**src/rtl/multicycle_control_if.sv**
```systemverilog
// Bus bundle between the LemonPC control unit and its instruction/data memories.
// master = control unit side, slave = memory side.
interface multicycle_control_if;
   logic        inst_req;
   logic        inst_valid;
   logic [31:0] inst;
   logic        mem_req;
   logic        mem_we;
   logic [1:0]  mem_size;
   logic        mem_ready;

   modport master (
      output inst_req, mem_req, mem_we, mem_size,
      input  inst_valid, inst, mem_ready
   );

   modport slave (
      input  inst_req, mem_req, mem_we, mem_size,
      output inst_valid, inst, mem_ready
   );
endinterface

```
**src/rtl/multicycle_control.sv**
```systemverilog
// LemonPC multi-cycle control unit: FETCH/DECODE/EXEC/MEM/WB sequencer with registered selects.
// Optional macro ILLEGAL_TRAP_EN: when defined, undecodable instructions halt instead of retiring as no-ops.
module multicycle_control #(
   parameter int XLEN        = 64,
   parameter int MEM_TIMEOUT = 255
) (
   input  logic                clk,
   input  logic                rst,
   multicycle_control_if.master bus,
   output logic [2:0]          imm_sel,
   output logic [3:0]          alu_sel,
   output logic                alu_a_sel,
   output logic                alu_b_sel,
   output logic                pc_sel,
   output logic                pc_we,
   output logic                rf_we,
   output logic [1:0]          wb_sel,
   output logic                ebreak_flag,
   output logic                illegal
);

`ifdef ILLEGAL_TRAP_EN
   localparam bit TRAP_EN = 1'b1;
`else
   localparam bit TRAP_EN = 1'b0;
`endif

   localparam logic [2:0] S_FETCH  = 3'd0;
   localparam logic [2:0] S_DECODE = 3'd1;
   localparam logic [2:0] S_EXEC   = 3'd2;
   localparam logic [2:0] S_MEM    = 3'd3;
   localparam logic [2:0] S_WB     = 3'd4;
   localparam logic [2:0] S_HALT   = 3'd5;

   localparam bit HAS_DOUBLE = (XLEN == 64);
   localparam int CNT_W = (MEM_TIMEOUT > 0) ? $clog2(MEM_TIMEOUT + 1) : 1;
   localparam logic [CNT_W-1:0] CNT_LIMIT = CNT_W'(MEM_TIMEOUT);
   localparam logic [CNT_W-1:0] CNT_ONE   = CNT_W'(1);

   logic [2:0]       state_reg;
   logic [31:0]      inst_reg;
   logic [CNT_W-1:0] cnt_reg;
   logic [CNT_W-1:0] cnt_inc;
   logic             inst_req_reg;
   logic             mem_req_reg;
   logic             mem_we_reg;
   logic [1:0]       mem_size_reg;
   logic             is_mem_reg;
   logic             noop_reg;

   logic [6:0] opcode;
   logic [2:0] funct3;
   logic [6:0] funct7;
   logic       size_ok;

   logic [2:0] d_imm;
   logic [3:0] d_alu;
   logic       d_a;
   logic       d_b;
   logic       d_pc;
   logic [1:0] d_wb;
   logic       d_we;
   logic [1:0] d_size;
   logic       d_mem;
   logic       d_ebreak;
   logic       d_illegal;

   assign opcode  = inst_reg[6:0];
   assign funct3  = inst_reg[14:12];
   assign funct7  = inst_reg[31:25];
   assign size_ok = (funct3 == 3'b010) || (funct3 == 3'b011 && HAS_DOUBLE);
   assign cnt_inc = cnt_reg + CNT_ONE;

   assign bus.inst_req = inst_req_reg;
   assign bus.mem_req  = mem_req_reg;
   assign bus.mem_we   = mem_we_reg;
   assign bus.mem_size = mem_size_reg;

   // Illegal encodings leave every select at 0, so a no-op retire uses snpc and no writeback.
   always_comb begin
      d_imm     = 3'd0;
      d_alu     = 4'd0;
      d_a       = 1'b0;
      d_b       = 1'b0;
      d_pc      = 1'b0;
      d_wb      = 2'd0;
      d_we      = 1'b0;
      d_size    = 2'd0;
      d_mem     = 1'b0;
      d_ebreak  = 1'b0;
      d_illegal = 1'b0;
      if (inst_reg == 32'h0010_0073) begin
         d_ebreak = 1'b1;
      end else begin
         case (opcode)
            7'b0010011: begin
               if (funct3 == 3'b000) d_b = 1'b1;
               else d_illegal = 1'b1;
            end
            7'b0110011: begin
               if (funct3 != 3'b000 || funct7 != 7'd0) d_illegal = 1'b1;
            end
            7'b0110111: begin
               d_imm = 3'd3;
               d_alu = 4'd1;
               d_b   = 1'b1;
            end
            7'b0010111: begin
               d_imm = 3'd3;
               d_a   = 1'b1;
               d_b   = 1'b1;
            end
            7'b1101111: begin
               d_imm = 3'd4;
               d_a   = 1'b1;
               d_b   = 1'b1;
               d_pc  = 1'b1;
               d_wb  = 2'd2;
            end
            7'b1100111: begin
               if (funct3 == 3'b000) begin
                  d_b  = 1'b1;
                  d_pc = 1'b1;
                  d_wb = 2'd2;
               end else begin
                  d_illegal = 1'b1;
               end
            end
            7'b0000011: begin
               if (size_ok) begin
                  d_b    = 1'b1;
                  d_wb   = 2'd1;
                  d_mem  = 1'b1;
                  d_size = funct3[1:0];
               end else begin
                  d_illegal = 1'b1;
               end
            end
            7'b0100011: begin
               if (size_ok) begin
                  d_imm  = 3'd1;
                  d_b    = 1'b1;
                  d_mem  = 1'b1;
                  d_we   = 1'b1;
                  d_size = funct3[1:0];
               end else begin
                  d_illegal = 1'b1;
               end
            end
            default: d_illegal = 1'b1;
         endcase
      end
   end

   always_ff @(posedge clk or posedge rst) begin
      if (rst) begin
         state_reg    <= S_FETCH;
         inst_reg     <= 32'd0;
         cnt_reg      <= '0;
         inst_req_reg <= 1'b0;
         mem_req_reg  <= 1'b0;
         mem_we_reg   <= 1'b0;
         mem_size_reg <= 2'd0;
         is_mem_reg   <= 1'b0;
         noop_reg     <= 1'b0;
         imm_sel      <= 3'd0;
         alu_sel      <= 4'd0;
         alu_a_sel    <= 1'b0;
         alu_b_sel    <= 1'b0;
         pc_sel       <= 1'b0;
         wb_sel       <= 2'd0;
         pc_we        <= 1'b0;
         rf_we        <= 1'b0;
         ebreak_flag  <= 1'b0;
         illegal      <= 1'b0;
      end else begin
         pc_we <= 1'b0;
         rf_we <= 1'b0;
         case (state_reg)
            S_FETCH: begin
               if (inst_req_reg && bus.inst_valid) begin
                  inst_reg     <= bus.inst;
                  inst_req_reg <= 1'b0;
                  state_reg    <= S_DECODE;
               end else begin
                  inst_req_reg <= 1'b1;
               end
            end
            S_DECODE: begin
               imm_sel      <= d_imm;
               alu_sel      <= d_alu;
               alu_a_sel    <= d_a;
               alu_b_sel    <= d_b;
               pc_sel       <= d_pc;
               wb_sel       <= d_wb;
               mem_we_reg   <= d_we;
               mem_size_reg <= d_size;
               is_mem_reg   <= d_mem;
               noop_reg     <= d_illegal;
               if (d_ebreak) begin
                  ebreak_flag <= 1'b1;
                  state_reg   <= S_HALT;
               end else if (d_illegal && TRAP_EN) begin
                  illegal   <= 1'b1;
                  state_reg <= S_HALT;
               end else begin
                  state_reg <= S_EXEC;
               end
            end
            S_EXEC: begin
               if (is_mem_reg) begin
                  mem_req_reg <= 1'b1;
                  cnt_reg     <= '0;
                  state_reg   <= S_MEM;
               end else begin
                  pc_we     <= 1'b1;
                  rf_we     <= !noop_reg;
                  state_reg <= S_WB;
               end
            end
            S_MEM: begin
               if (mem_req_reg && bus.mem_ready) begin
                  mem_req_reg <= 1'b0;
                  cnt_reg     <= '0;
                  pc_we       <= 1'b1;
                  rf_we       <= !mem_we_reg;
                  state_reg   <= S_WB;
               end else if ((MEM_TIMEOUT != 0) && (cnt_inc == CNT_LIMIT)) begin
                  // Bus error: the access is abandoned and the core parks in HALT.
                  mem_req_reg <= 1'b0;
                  cnt_reg     <= cnt_inc;
                  illegal     <= 1'b1;
                  state_reg   <= S_HALT;
               end else begin
                  cnt_reg <= cnt_inc;
               end
            end
            S_WB: begin
               inst_req_reg <= 1'b1;
               state_reg    <= S_FETCH;
            end
            S_HALT: begin
               state_reg <= S_HALT;
            end
            default: begin
               state_reg <= S_HALT;
            end
         endcase
      end
   end

endmodule

```
**src/flat_wrapper.sv**
```systemverilog
// flat-port wrapper written by rule: the top's interface ports become plain ports
module multicycle_control_flat 
#(
   parameter int XLEN        = 64,
   parameter int MEM_TIMEOUT = 255
)
  (clk, rst, imm_sel, alu_sel, alu_a_sel, alu_b_sel, pc_sel, pc_we, rf_we, wb_sel, ebreak_flag, illegal, bus_inst_req, bus_mem_req, bus_mem_we, bus_mem_size, bus_inst_valid, bus_inst, bus_mem_ready);
  multicycle_control_if bus_i ();
  input  logic clk;
  input  logic rst;
  output logic [2:0] imm_sel;
  output logic [3:0] alu_sel;
  output logic alu_a_sel;
  output logic alu_b_sel;
  output logic pc_sel;
  output logic pc_we;
  output logic rf_we;
  output logic [1:0] wb_sel;
  output logic ebreak_flag;
  output logic illegal;
  output wire logic [$bits(bus_i.inst_req)-1:0] bus_inst_req;
  output wire logic [$bits(bus_i.mem_req)-1:0] bus_mem_req;
  output wire logic [$bits(bus_i.mem_we)-1:0] bus_mem_we;
  output wire logic [$bits(bus_i.mem_size)-1:0] bus_mem_size;
  input wire logic [$bits(bus_i.inst_valid)-1:0] bus_inst_valid;
  input wire logic [$bits(bus_i.inst)-1:0] bus_inst;
  input wire logic [$bits(bus_i.mem_ready)-1:0] bus_mem_ready;
  assign bus_inst_req = bus_i.inst_req;
  assign bus_mem_req = bus_i.mem_req;
  assign bus_mem_we = bus_i.mem_we;
  assign bus_mem_size = bus_i.mem_size;
  assign bus_i.inst_valid = bus_inst_valid;
  assign bus_i.inst = bus_inst;
  assign bus_i.mem_ready = bus_mem_ready;
  multicycle_control #(.XLEN(XLEN), .MEM_TIMEOUT(MEM_TIMEOUT)) u_core (.clk(clk), .rst(rst), .bus(bus_i), .imm_sel(imm_sel), .alu_sel(alu_sel), .alu_a_sel(alu_a_sel), .alu_b_sel(alu_b_sel), .pc_sel(pc_sel), .pc_we(pc_we), .rf_we(rf_we), .wb_sel(wb_sel), .ebreak_flag(ebreak_flag), .illegal(illegal));
endmodule
```
**config.mk**
```make
export PLATFORM = sky130hd
export DESIGN_NAME = multicycle_control_flat
export DESIGN_NICKNAME = d
export VERILOG_FILES = /design/src/rtl/multicycle_control_if.sv /design/src/rtl/multicycle_control.sv /design/src/flat_wrapper.sv
export SDC_FILE = /design/constraint.sdc
export NUM_CORES = 1
export LEC_CHECK = 0
export ABC_AREA = 0
export CORE_MARGIN = 1.5
export CORE_UTILIZATION = 46
export CTS_CLUSTER_SIZE = 8
export DETAILED_ROUTE_END_ITERATION = 6
export GPL_TIMING_DRIVEN = 0
export PLACE_DENSITY = 0.83
export SYNTH_ARGS = -nofsm -noshare
export SYNTH_HDL_FRONTEND = slang
export SYNTH_SLANG_ARGS = --single-unit
```
**constraint.sdc**
```tcl
create_clock -name clk -period 2.1 [get_ports clk]
set_input_delay 0.42 -clock clk [delete_from_list [all_inputs] [get_ports clk]]
set_output_delay 0.42 -clock clk [all_outputs]
set_load 0.01 [all_outputs]
```
==> metrics.txt <==
run status=finished, final reports clean; flip-flop count of the largest register, all copies and words added=32; post-route total power=4.69 mW; Post-synth EDFFs=0; Buf/Inv on CP=0; number of global-route vias before repair=2,169; Clock Pin Slew Worst Setup and Hold Paths=80 ps; number of DRC violations after detailed routing=0; flop and latch count out of synthesis=63; Final Instance Area=0.00377 mm2; worst setup slack before clock tree synthesis=-65.0 ps; placed insts=387; Layout Area Growth over Synthesis=30.9%; CTS Buffer Depth=2; library cell occupying the most area in the post-synthesis netlist=sky130_fd_sc_hd__dfrtp_1; average footprint of a synthesized cell=11.3 um2; met2 global-route usage=0.305; vias per std cell=5.50; antenna violations before repair=0; First DRT Iteration DRCs=190; sequential cell area fraction in the yosys report=0.547; number of hold-slack violations in the final timing report=0; setup repair after global routing missed its margin=false; tightest slew margin relative to the limit=0.639; hold crit path type=in -> async; post-route ant nets=0; smallest setup slack after layout=183 ps; CP required=2330 ps; Clock Latency Late Sink=340 ps; top flip-flop cell by instance count after synthesis=sky130_fd_sc_hd__dfrtp_1; final count of pins violating max slew=0; master of the slowest instance on the critical path=sky130_fd_sc_hd__o31ai_4; share of layout cells above drive strength 1=0.192; ordered list of cells on the worst path=nor3_2 -> nand3_1 -> o31ai_4 -> nor2_1 -> a22o_1; diodes inserted=0; maximum level of the CTS H-tree=3; number of distinct library cells after synthesis=45; most utilized layer in the global route result=met2; max-capacitance violation count=0; cell area reported after detailed placement=0.00353 mm2; number of warnings issued by yosys=0; drt first pass iters=4; cell area after synthesis=0.00288 mm2; clock sink count=63; number of I/O port buffers=53; Rows=28; Pwr per Cell Area=1240 mW/mm2; HPWL reported at the end of detailed placement=4340 um; final design utilization=0.629; number of nets at the end of the flow=361; share of async-settable or async-resettable flops after synthesis=1.00; core box area=0.00599 mm2; largest cells by area after synthesis=sky130_fd_sc_hd__dfrtp_1, sky130_fd_sc_hd__mux2_2, sky130_fd_sc_hd__nand2_1; kind of start point of the critical path=flop; count of vias placed by the detailed router=2,216; maximum fanout encountered on the critical timing path=9; maximum cell stage delay along the critical path=460 ps; cell count after synthesis=256; Die Width=82.1 um; post-CTS setup-driven buffer insertion count=0; pin count of the biggest net entering global routing=42; share of the synthesized area in the top cell type=0.547; CP top delay family=simple AND/OR/NAND/NOR gates; routed wire length per instance=15.2 um; Placer Congestion=0.801; overall die area=0.00675 mm2; classification of the worst setup path=reg -> reg; starting density of the core=0.481; global route overflow=0; combined global-route utilization of all metal layers=0.204; clock tree root buffer cell=sky130_fd_sc_hd__clkbuf_8; period utilisation layout=0.913; Worst Skew=7.97 ps; Final Setup Violations=0; CTS hold repair buffers=0; fraction of met1 tracks used by global routing=0.267; I/O pin count=57; total detailed-routing wirelength=6130 um; Min Clock Period, post-route=1920 ps; first-pass GRT wire length=10,100 um; worst supply voltage drop on vdd=0.704 mV; CTS tree=done; Max Fclk=0.522 GHz; transition time at the pin with the least slew margin=538 ps; TritonCTS buffer count=9; global-route track usage on met3=0.0648; static leakage=1.62 nW; y dimension of the die=82.1 um; critical path data arrival time=2150 ps; CP Capture Type=flop; number of standard cells in the final layout excluding fillers=403
## metrics by stage
| stage | setup TNS, ps | hold WS (ps) |
|---|---|---|
| final | 0 | 420 |
| after floorplan | 0 | 451 |
| after CTS | 0 | 435 |
| after global routing | 0 | 480 |
| after detailed placement | -1690 | 457 |
| after global placement | -61890 | 453 |
## cell usage in the layout, fill, tap and decap left out, types with 3 or more instances in the layout
cell type / count
sky130_fd_sc_hd__o21ai_0: 15
sky130_fd_sc_hd__inv_1: 3
sky130_fd_sc_hd__a22o_1: 3
sky130_fd_sc_hd__clkbuf_1: 6
sky130_fd_sc_hd__nand2b_1: 5
sky130_fd_sc_hd__a21oi_1: 8
sky130_fd_sc_hd__mux2_2: 32
sky130_fd_sc_hd__nor3_1: 5
sky130_fd_sc_hd__a31oi_1: 4
sky130_fd_sc_hd__nor2b_1: 9
sky130_fd_sc_hd__conb_1: 3
sky130_fd_sc_hd__clkbuf_8: 9
sky130_fd_sc_hd__dfrtp_1: 63
sky130_fd_sc_hd__a21o_1: 5
sky130_fd_sc_hd__clkdlybuf4s50_1: 53
sky130_fd_sc_hd__nor2_1: 14
sky130_fd_sc_hd__nand2_1: 20
sky130_fd_sc_hd__o31ai_1: 4
sky130_fd_sc_hd__o21a_1: 4
sky130_fd_sc_hd__buf_2: 4
sky130_fd_sc_hd__nand3_1: 8
sky130_fd_sc_hd__buf_4: 3
sky130_fd_sc_hd__nor4_1: 5
sky130_fd_sc_hd__inv_6: 3
## final cells by class
class | instances | area (um2)
fill | 464 | 2220
sequential | 63 | 1580
multi-input combinational | 177 | 1230
timing repair buffer | 54 | 551
clock buffer | 9 | 124
clock inverter | 7 | 103
tap | 75 | 93.8
buffer | 14 | 76.3
inverter | 4 | 15.0
## cells by family (layout without fill, tap and decap cells)
family                     count (synthesis)  in the layout  synth area share
AOI/OAI and AO/OA                         56             56             0.131
and+or+nand+nor                           82             82             0.149
other                                      1              3           0.00130
DFF                                       63             63             0.547
muxes                                     32             32             0.125
buffers and inverters                     18             88            0.0317
xor gates and xnor gates                   2              2           0.00608
adders and majority gates                  2              2           0.00869
## worst paths after layout
| path | slack, ps | depth (start not counted) | endpoint | start |
|---|---|---|---|---|
| worst max register to register | 180 | 5 | u_core.bus.mem_we | u_core.inst_reg[13] |
| worst max-delay path | 180 | 5 | u_core.bus.mem_we | u_core.inst_reg[13] |
| max in group asynchronous | 1090 | 3 | u_core.inst_reg[23] | rst |
| worst min register to register | 470 | 1 | u_core.illegal | u_core.illegal |
| worst min-delay path | 420 | 2 | u_core.cnt_reg[4] | rst |
| min in group clk | 470 | 1 | u_core.illegal | u_core.illegal |
## power breakdown
group / switching, mW / internal (mW) / total (mW)
logic: 0.721 / 0.768 / 1.49
registers: 0.346 / 1.65 / 2.00
clock network: 0.518 / 0.682 / 1.20
total: 1.58 / 3.10 / 4.69
## cells in the mapped netlist, types with 5 or more instances
library cell,count
sky130_fd_sc_hd__nand2_1,20
sky130_fd_sc_hd__dfrtp_1,63
sky130_fd_sc_hd__o21ai_0,15
sky130_fd_sc_hd__nor4_1,6
sky130_fd_sc_hd__nand2b_1,5
sky130_fd_sc_hd__nor3_1,6
sky130_fd_sc_hd__nor2_1,14
sky130_fd_sc_hd__mux2_2,32
sky130_fd_sc_hd__a21o_1,5
sky130_fd_sc_hd__clkbuf_1,6
sky130_fd_sc_hd__nor2b_1,9
sky130_fd_sc_hd__nand3_1,8
sky130_fd_sc_hd__a21oi_1,8
## timing repair
action,CTS,global route
gates resized for setup,0,2
endpoints found under the setup margin,0,11
endpoints found under the hold margin,0,0
## per-layer routing
metal | vias up | wire length [um]
met5 | - | 0
li1 | 1049 | -
met4 | 0 | 138
met3 | 14 | 381
met1 | 1069 | 2710
met2 | 84 | 2890
Note: power is estimated with default switching activity, not from simulation.
